[src/rtl/usr_pkg.sv]
// Shared encodings for the universal shift-register sequencer:
// datapath select codes, FSM states and command opcodes.
package usr_pkg;

    typedef enum logic [1:0] {
        SEL_HOLD = 2'b00,
        SEL_SHR  = 2'b01,
        SEL_SHL  = 2'b10,
        SEL_LOAD = 2'b11
    } sel_t;

    typedef enum logic [1:0] {
        ST_IDLE  = 2'b00,
        ST_LOAD  = 2'b01,
        ST_SHIFT = 2'b10,
        ST_DONE  = 2'b11
    } state_t;

    localparam logic [1:0] OP_NOP  = 2'b00;
    localparam logic [1:0] OP_SHR  = 2'b01;
    localparam logic [1:0] OP_SHL  = 2'b10;
    localparam logic [1:0] OP_LOAD = 2'b11;

endpackage

[src/rtl/usr_seq_if.sv]
// Command channel of the shift-register sequencer: valid/ready handshake
// carrying opcode, shift count and parallel load word.
interface usr_seq_if #(
    parameter int WIDTH = 4,
    parameter int CNT_W = 3
);
    logic             cmd_valid;
    logic             cmd_ready;
    logic [1:0]       cmd_op;
    logic [CNT_W-1:0] cmd_count;
    logic [WIDTH-1:0] cmd_data;

    modport master (
        output cmd_valid,
        output cmd_op,
        output cmd_count,
        output cmd_data,
        input  cmd_ready
    );

    modport slave (
        input  cmd_valid,
        input  cmd_op,
        input  cmd_count,
        input  cmd_data,
        output cmd_ready
    );
endinterface

[src/rtl/usr_core.sv]
// Universal shift-register datapath: hold, shift right, shift left or
// parallel load, chosen each cycle by the select code.
module usr_core
    import usr_pkg::*;
#(
    parameter int WIDTH = 4
) (
    input  logic             clk,
    input  logic             rst,
    input  sel_t             select,
    input  logic [WIDTH-1:0] p_din,
    input  logic             ser_in,
    output logic [WIDTH-1:0] dout
);

    logic [WIDTH-1:0] dout_d;
    logic [WIDTH-1:0] dout_q;

    always_comb begin
        dout_d = dout_q;
        case (select)
            SEL_SHR:  dout_d = {ser_in, dout_q[WIDTH-1:1]};
            SEL_SHL:  dout_d = {dout_q[WIDTH-2:0], ser_in};
            SEL_LOAD: dout_d = p_din;
            default:  dout_d = dout_q;
        endcase
    end

    always_ff @(posedge clk or posedge rst) begin
        if (rst) begin
            dout_q <= '0;
        end else begin
            dout_q <= dout_d;
        end
    end

    assign dout = dout_q;

endmodule

[src/rtl/usr_seq.sv]
// Command sequencer around the universal shift register: accepts one command,
// runs it to completion, pulses done for one cycle and returns to IDLE.
module usr_seq
    import usr_pkg::*;
#(
    parameter int WIDTH = 4,
    parameter int CNT_W = 3
) (
    input  logic             clk,
    input  logic             rst,
    usr_seq_if.slave         cmd,
    input  logic             ser_in,
    output logic [WIDTH-1:0] dout,
    output logic             ser_out_l,
    output logic             ser_out_r,
    output logic             busy,
    output logic             done
);

    state_t           state_d, state_q;
    logic [1:0]       op_d, op_q;
    logic [CNT_W-1:0] cnt_d, cnt_q;
    logic [WIDTH-1:0] data_d, data_q;
    sel_t             select;

    // Command fields are captured only on accept, so the running command is
    // immune to later changes on the channel.
    always_comb begin
        state_d = state_q;
        op_d    = op_q;
        cnt_d   = cnt_q;
        data_d  = data_q;
        select  = SEL_HOLD;
        case (state_q)
            ST_IDLE: begin
                if (cmd.cmd_valid) begin
                    op_d   = cmd.cmd_op;
                    cnt_d  = cmd.cmd_count;
                    data_d = cmd.cmd_data;
                    if (cmd.cmd_op == OP_LOAD) begin
                        state_d = ST_LOAD;
                    end else if ((cmd.cmd_op != OP_NOP) && (cmd.cmd_count != '0)) begin
                        state_d = ST_SHIFT;
                    end else begin
                        state_d = ST_DONE;
                    end
                end
            end
            ST_LOAD: begin
                select  = SEL_LOAD;
                state_d = ST_DONE;
            end
            ST_SHIFT: begin
                select = (op_q == OP_SHR) ? SEL_SHR : SEL_SHL;
                cnt_d  = cnt_q - CNT_W'(1);
                if (cnt_q == CNT_W'(1)) begin
                    state_d = ST_DONE;
                end
            end
            ST_DONE: begin
                state_d = ST_IDLE;
            end
            default: begin
                state_d = ST_IDLE;
            end
        endcase
    end

    always_ff @(posedge clk or posedge rst) begin
        if (rst) begin
            state_q <= ST_IDLE;
            op_q    <= OP_NOP;
            cnt_q   <= '0;
            data_q  <= '0;
        end else begin
            state_q <= state_d;
            op_q    <= op_d;
            cnt_q   <= cnt_d;
            data_q  <= data_d;
        end
    end

    usr_core #(.WIDTH(WIDTH)) u_core (
        .clk    (clk),
        .rst    (rst),
        .select (select),
        .p_din  (data_q),
        .ser_in (ser_in),
        .dout   (dout)
    );

    assign cmd.cmd_ready = (state_q == ST_IDLE);
    assign busy          = (state_q != ST_IDLE);
    assign done          = (state_q == ST_DONE);
    assign ser_out_l     = dout[WIDTH-1];
    assign ser_out_r     = dout[0];

endmodule

[src/flat_wrapper.sv]
// flat-port wrapper written by rule: the top's interface ports become plain ports
module usr_seq_flat import usr_pkg::*;
#(
    parameter int WIDTH = 4,
    parameter int CNT_W = 3
)
  (clk, rst, ser_in, dout, ser_out_l, ser_out_r, busy, done, cmd_cmd_valid, cmd_cmd_op, cmd_cmd_count, cmd_cmd_data, cmd_cmd_ready);
  usr_seq_if #(.WIDTH(WIDTH), .CNT_W(CNT_W)) cmd_i ();
  input  logic clk;
  input  logic rst;
  input  logic ser_in;
  output logic [WIDTH-1:0] dout;
  output logic ser_out_l;
  output logic ser_out_r;
  output logic busy;
  output logic done;
  input wire logic [$bits(cmd_i.cmd_valid)-1:0] cmd_cmd_valid;
  input wire logic [$bits(cmd_i.cmd_op)-1:0] cmd_cmd_op;
  input wire logic [$bits(cmd_i.cmd_count)-1:0] cmd_cmd_count;
  input wire logic [$bits(cmd_i.cmd_data)-1:0] cmd_cmd_data;
  output wire logic [$bits(cmd_i.cmd_ready)-1:0] cmd_cmd_ready;
  assign cmd_i.cmd_valid = cmd_cmd_valid;
  assign cmd_i.cmd_op = cmd_cmd_op;
  assign cmd_i.cmd_count = cmd_cmd_count;
  assign cmd_i.cmd_data = cmd_cmd_data;
  assign cmd_cmd_ready = cmd_i.cmd_ready;
  usr_seq #(.WIDTH(WIDTH), .CNT_W(CNT_W)) u_core (.clk(clk), .rst(rst), .cmd(cmd_i), .ser_in(ser_in), .dout(dout), .ser_out_l(ser_out_l), .ser_out_r(ser_out_r), .busy(busy), .done(done));
endmodule
[config.mk]
export PLATFORM = sky130hd
export DESIGN_NAME = usr_seq_flat
export DESIGN_NICKNAME = d
export VERILOG_FILES = /design/src/rtl/usr_pkg.sv /design/src/rtl/usr_seq_if.sv /design/src/rtl/usr_core.sv /design/src/rtl/usr_seq.sv /design/src/flat_wrapper.sv
export SDC_FILE = /design/constraint.sdc
export NUM_CORES = 1
export LEC_CHECK = 0
export ABC_AREA = 1
export BUFFER_PORTS_ARGS = -buffer_cell sky130_fd_sc_hd__buf_2
export CAP_MARGIN = 20
export CORE_ASPECT_RATIO = 1.2
export CORE_MARGIN = 8
export CORE_UTILIZATION = 51
export DETAILED_ROUTE_END_ITERATION = 12
export HOLD_SLACK_MARGIN = 0.02
export PLACE_DENSITY_LB_ADDON = 0.3
export SLEW_MARGIN = 15
export SYNTH_ARGS = -nofsm -noshare
export SYNTH_HDL_FRONTEND = slang
export SYNTH_SLANG_ARGS = --single-unit
export TNS_END_PERCENT = 10
[constraint.sdc]
create_clock -name clk -period 1.7 [get_ports clk]
set_input_delay 0.17 -clock clk [delete_from_list [all_inputs] [get_ports clk]]
set_output_delay 0.17 -clock clk [all_outputs]
set_load 0.05 [all_outputs]
==> results of run 1 <==
-- final timing paths --
kind,start,end,cells after the start
setup / recovery,u_core.state_q[0],busy,4
hold / removal,cmd_cmd_data[0],u_core.data_q[0],2
setup reg to reg,u_core.state_q[0],u_core.cnt_q[2],7
hold reg to reg,u_core.op_q[1],u_core.op_q[1],2
max in group asynchronous,rst,u_core.data_q[3],3
min in group asynchronous,rst,u_core.op_q[0],3
-- synthesized netlist by cell type --
master	number
nand3_1	10
or2_1	1
o211ai_1	1
nand2_1	15
nand2_2	2
o21ai_1	2
o21ai_2	1
or2_2	4
dfrtp_1	15
nand4_1	4
mux2_2	4
inv_1	17
buf_4	2
a21oi_1	8
inv_2	2
ha_1	6
o21ai_0	7
nor2_1	5
-- area by class of cell --
class,instances,area (um^2),area share
Clock buffer,4,26.3,0.0252
Inverter,19,75.1,0.0720
Multi-Input combinational cell,70,428,0.411
Sequential cell,15,375,0.360
Tap cell,18,22.5,0.0216
Timing Repair Buffer,22,115,0.110
-- critical path: cells and delay by family (launching register included) --
family / cells / cell delay [ns]
adders and majority gates: 1 / 0.21
buffers and inverters: 3 / 0.48
DFF: 1 / 0.41
-- metal layers --
layer,GRT usage,up-vias,part of all wire
li1,-,392,-
met1,0.146,356,0.44
met5,0,-,0
met2,0.216,20,0.47
met4,0.116,0,0.027
met3,0.0266,5,0.063
-- layout by cell type, fill, tap and decap left out, drive strengths merged --
cell / count
o211ai: 1
clkbuf: 4
ha: 6
dfrtp: 15
o21ai: 10
inv: 18
or2: 5
clkinvlp: 1
nand4: 4
a21oi: 8
dlygate4sd3: 1
nor2: 5
buf: 21
mux2: 4
nand3: 10
nand2: 17
-- timing repair --
item	4_1_cts	5_1_grt
hold buffers	1	0
endpoints found under the hold margin	15	0
setup buffers	0	0
-- cell families (layout without fill, tap and decap cells) --
family	Yosys count	in the layout	synth area share
AOI/OAI and AO/OA	19	19	0.116
adders and majority gates	6	6	0.0856
buffers and inverters	21	45	0.0984
DFF	15	15	0.428
muxes	4	4	0.0514
and+or+nand+nor	41	41	0.221
-- state kept, by name, summed over array words and instances, names as in the netlist --
name                count
u_core.cnt_q            3
u_core.op_q             2
u_core.state_q          2
u_core.u_core.dout      4
u_core.data_q           4
-- through the flow --
step,cell area [um^2],utilization
6_report,1040,0.643
2_1_floorplan,893,-
3_3_place_gp,1010,0.620
3_5_place_dp,1010,0.620
4_1_cts,1040,0.643
5_1_grt,1040,0.643
==> summary.md, run 1 <==
| Metric | Value |
|---|---|
| DRT Pass-1 Iters | 4 |
| Worst setup EP type | output pin |
| Seq/Total Area, Yosys | 0.428 |
| Die width | 53.9 um |
| CP Class | reg -> out |
| GP Congestion | 0.820 |
| Clk buf depth | 2 |
| R2R Setup Slk | roughly 0.17 ns |
| Max-cap violation count | 0 |
| RSZ-0062 raised after global routing | false |
| Die area | approximately 3300 um^2 |
| Worst hold-check path type | in -> reg |
| Layout cell share with drive strength beyond 1 | 0.300 |
| Layout Nets | 150 |
| Synth-to-Final Area Change | 18.8% |
| Wire per inst | 12.5 um |
| CTS clk-pin slew, worst paths | 0.09 ns |
| First-pass GRT wire length | about 3300 um |
| CTS tree | done |
| Final std cells w/o fill | about 150 |
| Drt total wl | about 1800 um |
| Hold WS | roughly 0.12 ns |
| Flop and latch count out of synthesis | 15 |
| GR Util All Layers | 0.134 |
| Detail Route Antenna Nets | 0 |
| Leading area contributor after synthesis | dfrtp_1 |
| Vias in the first global route | approximately 800 |
| Initial antenna violation count | 0 |
| Netlist cell types | 18 |
| Dpl hpwl | approximately 1400 um |
| Final min period | ~1.6 ns |
| Final hold vios | 0 |
| Status | finished, final reports clean |
| CP cell instances | inv_1, ha_4, clkinvlp_4, buf_2 |
| Fin Clk Skew | 0.00554 ns |
| Arr. time, crit path | ~1.4 ns |
| Total number of yosys warnings | 0 |
| Setup slack after layout | approximately 0.14 ns |
| Initial DRC Count | 7 |
| TritonCTS buffer count | 3 |
| Top-area cell type share of the netlist area | 0.428 |
| Max incr delay on CP | between 0.4 and 0.5 ns |
| Net Count, Synth | approximately 130 |
| # placed instances | between 100 and 150 |
| Syn avg cell area | between 8 and 9 um^2 |
| Via/cell ratio | ~5.2 |
| Cells after Synth | between 100 and 150 |
| Setup Slack @ Placement | about 0.17 ns |
| CORE AREA | 1620 um^2 |
| Gr ovfl total | 0 |
| Vias | ~770 |
| Worst slew margin | 0.620 |
| Initial Util | 0.541 |
| CTS Root Cell | clkbuf_4 |
| Synthesized cell area | 877 um^2 |
| Leading cell types by total area after synthesis | dfrtp_1 (43%), ha_1 (8.6%), inv_1 (7.3%) |
| Crit-path slowest cell | dfrtp_1 |
| Top Ports | 22 |
| Fillcell total | about 140 |
| DRC viols | 0 |
| I/O Buffers | 21 |
| Fmax | ~640 MHz |
| Final Slew Violations | 0 |
| Ant diodes | 0 |
| Setup TNS | 0 ns |
| Startpoint types | flip-flop |
| Sink Count | 15 |
| Number of core rows | 16 |
| Pin count of the biggest net entering global routing | 16 |
| Final worst path period share | 0.915 |
| Endpoints failing setup | 0 |
| Crit path max fanout | 5 |
| Post-CTS sizing | 0 |
| Worst Tran Pin Value | 0.569 ns |
| H-tree depth | 1 |
| Clk_lat worst skew | 0.28 ns |
| DIE HEIGHT | between 60 and 70 um |
| CP required | 1.53 ns |
Power of run 1 is left out: the tool's default activity adds up to more than one toggle a clock period on the data nets, which glitch-free logic cannot reach.
==> inputs of run 2 (changes only) <==
MAX_ROUTING_LAYER = met4   (was unset)
==> run 2 against run 1 <==
Compared with the run above:
- worst hold slack is essentially flat
- sequential cell count is the same
- non-clock buffer count is the same
- cell area is the same
- largest cell class unchanged
==> summary.md, run 2 (same netlist as run 1, synthesis figures left out) <==
| Metric | Value |
|---|---|
| Status | finished, final reports clean |
| Fmax | 643 MHz (unchanged) |
| Postcts setup bufs | 0 (unchanged) |
| Fillcell total | 138 (unchanged) |
| Final worst path period share | 0.915 (about the same) |
| Pin count of the biggest net entering global routing | 16 (unchanged) |
| Sink Count | 15 (unchanged) |
| Multi-input gate area | 428 um^2 (unchanged) |
| H-tree depth | 1 (unchanged) |
| Layout Nets | 150 (unchanged) |
| Commonest cells after routing, fill and taps aside | buf_2 (21), inv_1 (16), nand2_1 (15), dfrtp_1 (15), nand3_1 (10) |
| Arr. time, crit path | 1.39 ns (about the same) |
| DIE HEIGHT | 61.4 um (unchanged) |
| First-pass GRT wire length | 3260 um (-0.21%) |
| Initial Util | 0.541 (unchanged) |
| Initial DRC Count | 7 (unchanged) |
| Max-cap violation count | 0 (unchanged) |
| Initial antenna violation count | 0 (unchanged) |
| CTS clk-pin slew, worst paths | 0.09 ns (about the same) |
| Clk_lat worst skew | 0.28 ns (about the same) |
| Vias in the first global route | 814 (unchanged) |
| Final Slew Violations | 0 (unchanged) |
| Ant diodes | 0 (unchanged) |
| Worst slew margin | 0.620 (unchanged) |
| Die width | 53.9 um (unchanged) |
| Via/cell ratio | 5.22 (unchanged) |
| M1 GR Usage | 0.146 (unchanged) |
| Routing usage on met3 | 0.0266 (unchanged) |
| DRC viols | 0 (unchanged) |
| Layout cell share with drive strength beyond 1 | 0.300 (unchanged) |
| CTS Root Cell | clkbuf_4 |
| Commonest non-fill, non-tap cell in the layout | buf_2 |
| Worst hold-check path type | in -> reg |
| CTS tree | done |
| Crit path max fanout | 5 (unchanged) |
| Worst Tran Pin Value | 0.569 ns (unchanged) |
| Final min period | 1.56 ns (+0.00000100 ns) |
| DRT Pass-1 Iters | 4 (unchanged) |
| Dpl hpwl | 1450 um (unchanged) |
| Wire per inst | 12.5 um (unchanged) |
| Fin Clk Skew | 0.00554 ns (-0.0000000200 ns) |
| Startpoint types | flip-flop |
| Clk buf depth | 2 (unchanged) |
| Endpoints failing setup | 0 (unchanged) |
| CP required | 1.53 ns (about the same) |
| I/O Buffers | 21 (unchanged) |
| CP Class | reg -> out |
| Placed Area | 1010 um^2 (unchanged) |
| Drt total wl | 1850 um (unchanged) |
| Vias | 773 (unchanged) |
| CORE AREA | 1620 um^2 (unchanged) |
| RSZ-0062 raised after global routing | false |
| Reg area | 375 um^2 (unchanged) |
| GR Util All Layers | 0.138 (+0.00369) |
| Gr ovfl total | 0 (unchanged) |
| GP Congestion | 0.832 (+1.5%) |
| Die area | 3310 um^2 (unchanged) |
| TritonCTS buffer count | 3 (unchanged) |
| Top Ports | 22 (unchanged) |
| Final hold vios | 0 (unchanged) |
| Layer with the highest usage | met2 |
| Setup TNS | 0 ns (unchanged) |
| Number of core rows | 16 (unchanged) |
| Worst setup EP type | output pin |
| Synth-to-Final Area Change | 18.8% (unchanged) |
| Met2 GRT Util | 0.216 (unchanged) |
| Final Instance Area | 1040 um^2 (unchanged) |
| Detail Route Antenna Nets | 0 (unchanged) |
-- run 2: cell counts in the layout (fill, tap and decap cells not counted) --
Identical to the previous run, type by type.
-- run 2: repair_timing --
action / 4_1_cts / 5_1_grt
gates resized for setup: 0 / 0
hold endpoints to repair: 15 / 0
hold buffers: 1 / 0
-- run 2: layout make-up --
class	count	area share
repair buffers	22	0.110
flip-flops and latches	15	0.360
clock buffers	4	0.0252
multi-input cells	70	0.411
inverters	19	0.0720
well taps	18	0.0216
-- run 2: stage by stage --
| stage | setup slack [ns] | std cells | hold WS, ns | utilization |
|---|---|---|---|---|
| floorplan | 0.0340 | 106 | 0.0715 | - |
| global placement | 0.224 | 143 | 0.259 | 0.620 |
| detailed placement | 0.170 | 143 | 0.253 | 0.620 |
| CTS | 0.132 | 148 | 0.107 | 0.643 |
| global route | 0.000175 | 148 | 0.121 | 0.643 |
| finish | 0.144 | 148 | 0.116 | 0.643 |
-- run 2: routing by layer --
metal / wire length [um] / vias to the layer above
met5: 0 / -
met4: 49 / 0
met3: 116 / 5
met2: 864 / 20
met1: 815 / 356
li1: - / 392
-- run 2: critical path: stages (launching register included) --
cell and delay (ns):
dfrtp_1 0.41, inv_1 0.14, ha_4 0.21, clkinvlp_4 0.12, buf_2 0.22
-- run 2: path summary, 6_finish.rpt --
path,cells past startpoint,endpoint,slack (ns),from
max in group asynchronous,3,u_core.data_q[3],0.85,rst
max,4,busy,0.14,u_core.state_q[0]
max reg2reg,7,u_core.cnt_q[2],0.17,u_core.state_q[0]
min reg2reg,2,u_core.op_q[1],0.49,u_core.op_q[1]
min,2,u_core.data_q[0],0.12,cmd_cmd_data[0]
min in group asynchronous,3,u_core.op_q[0],0.48,rst
Power of run 2 is left out for the same reason.
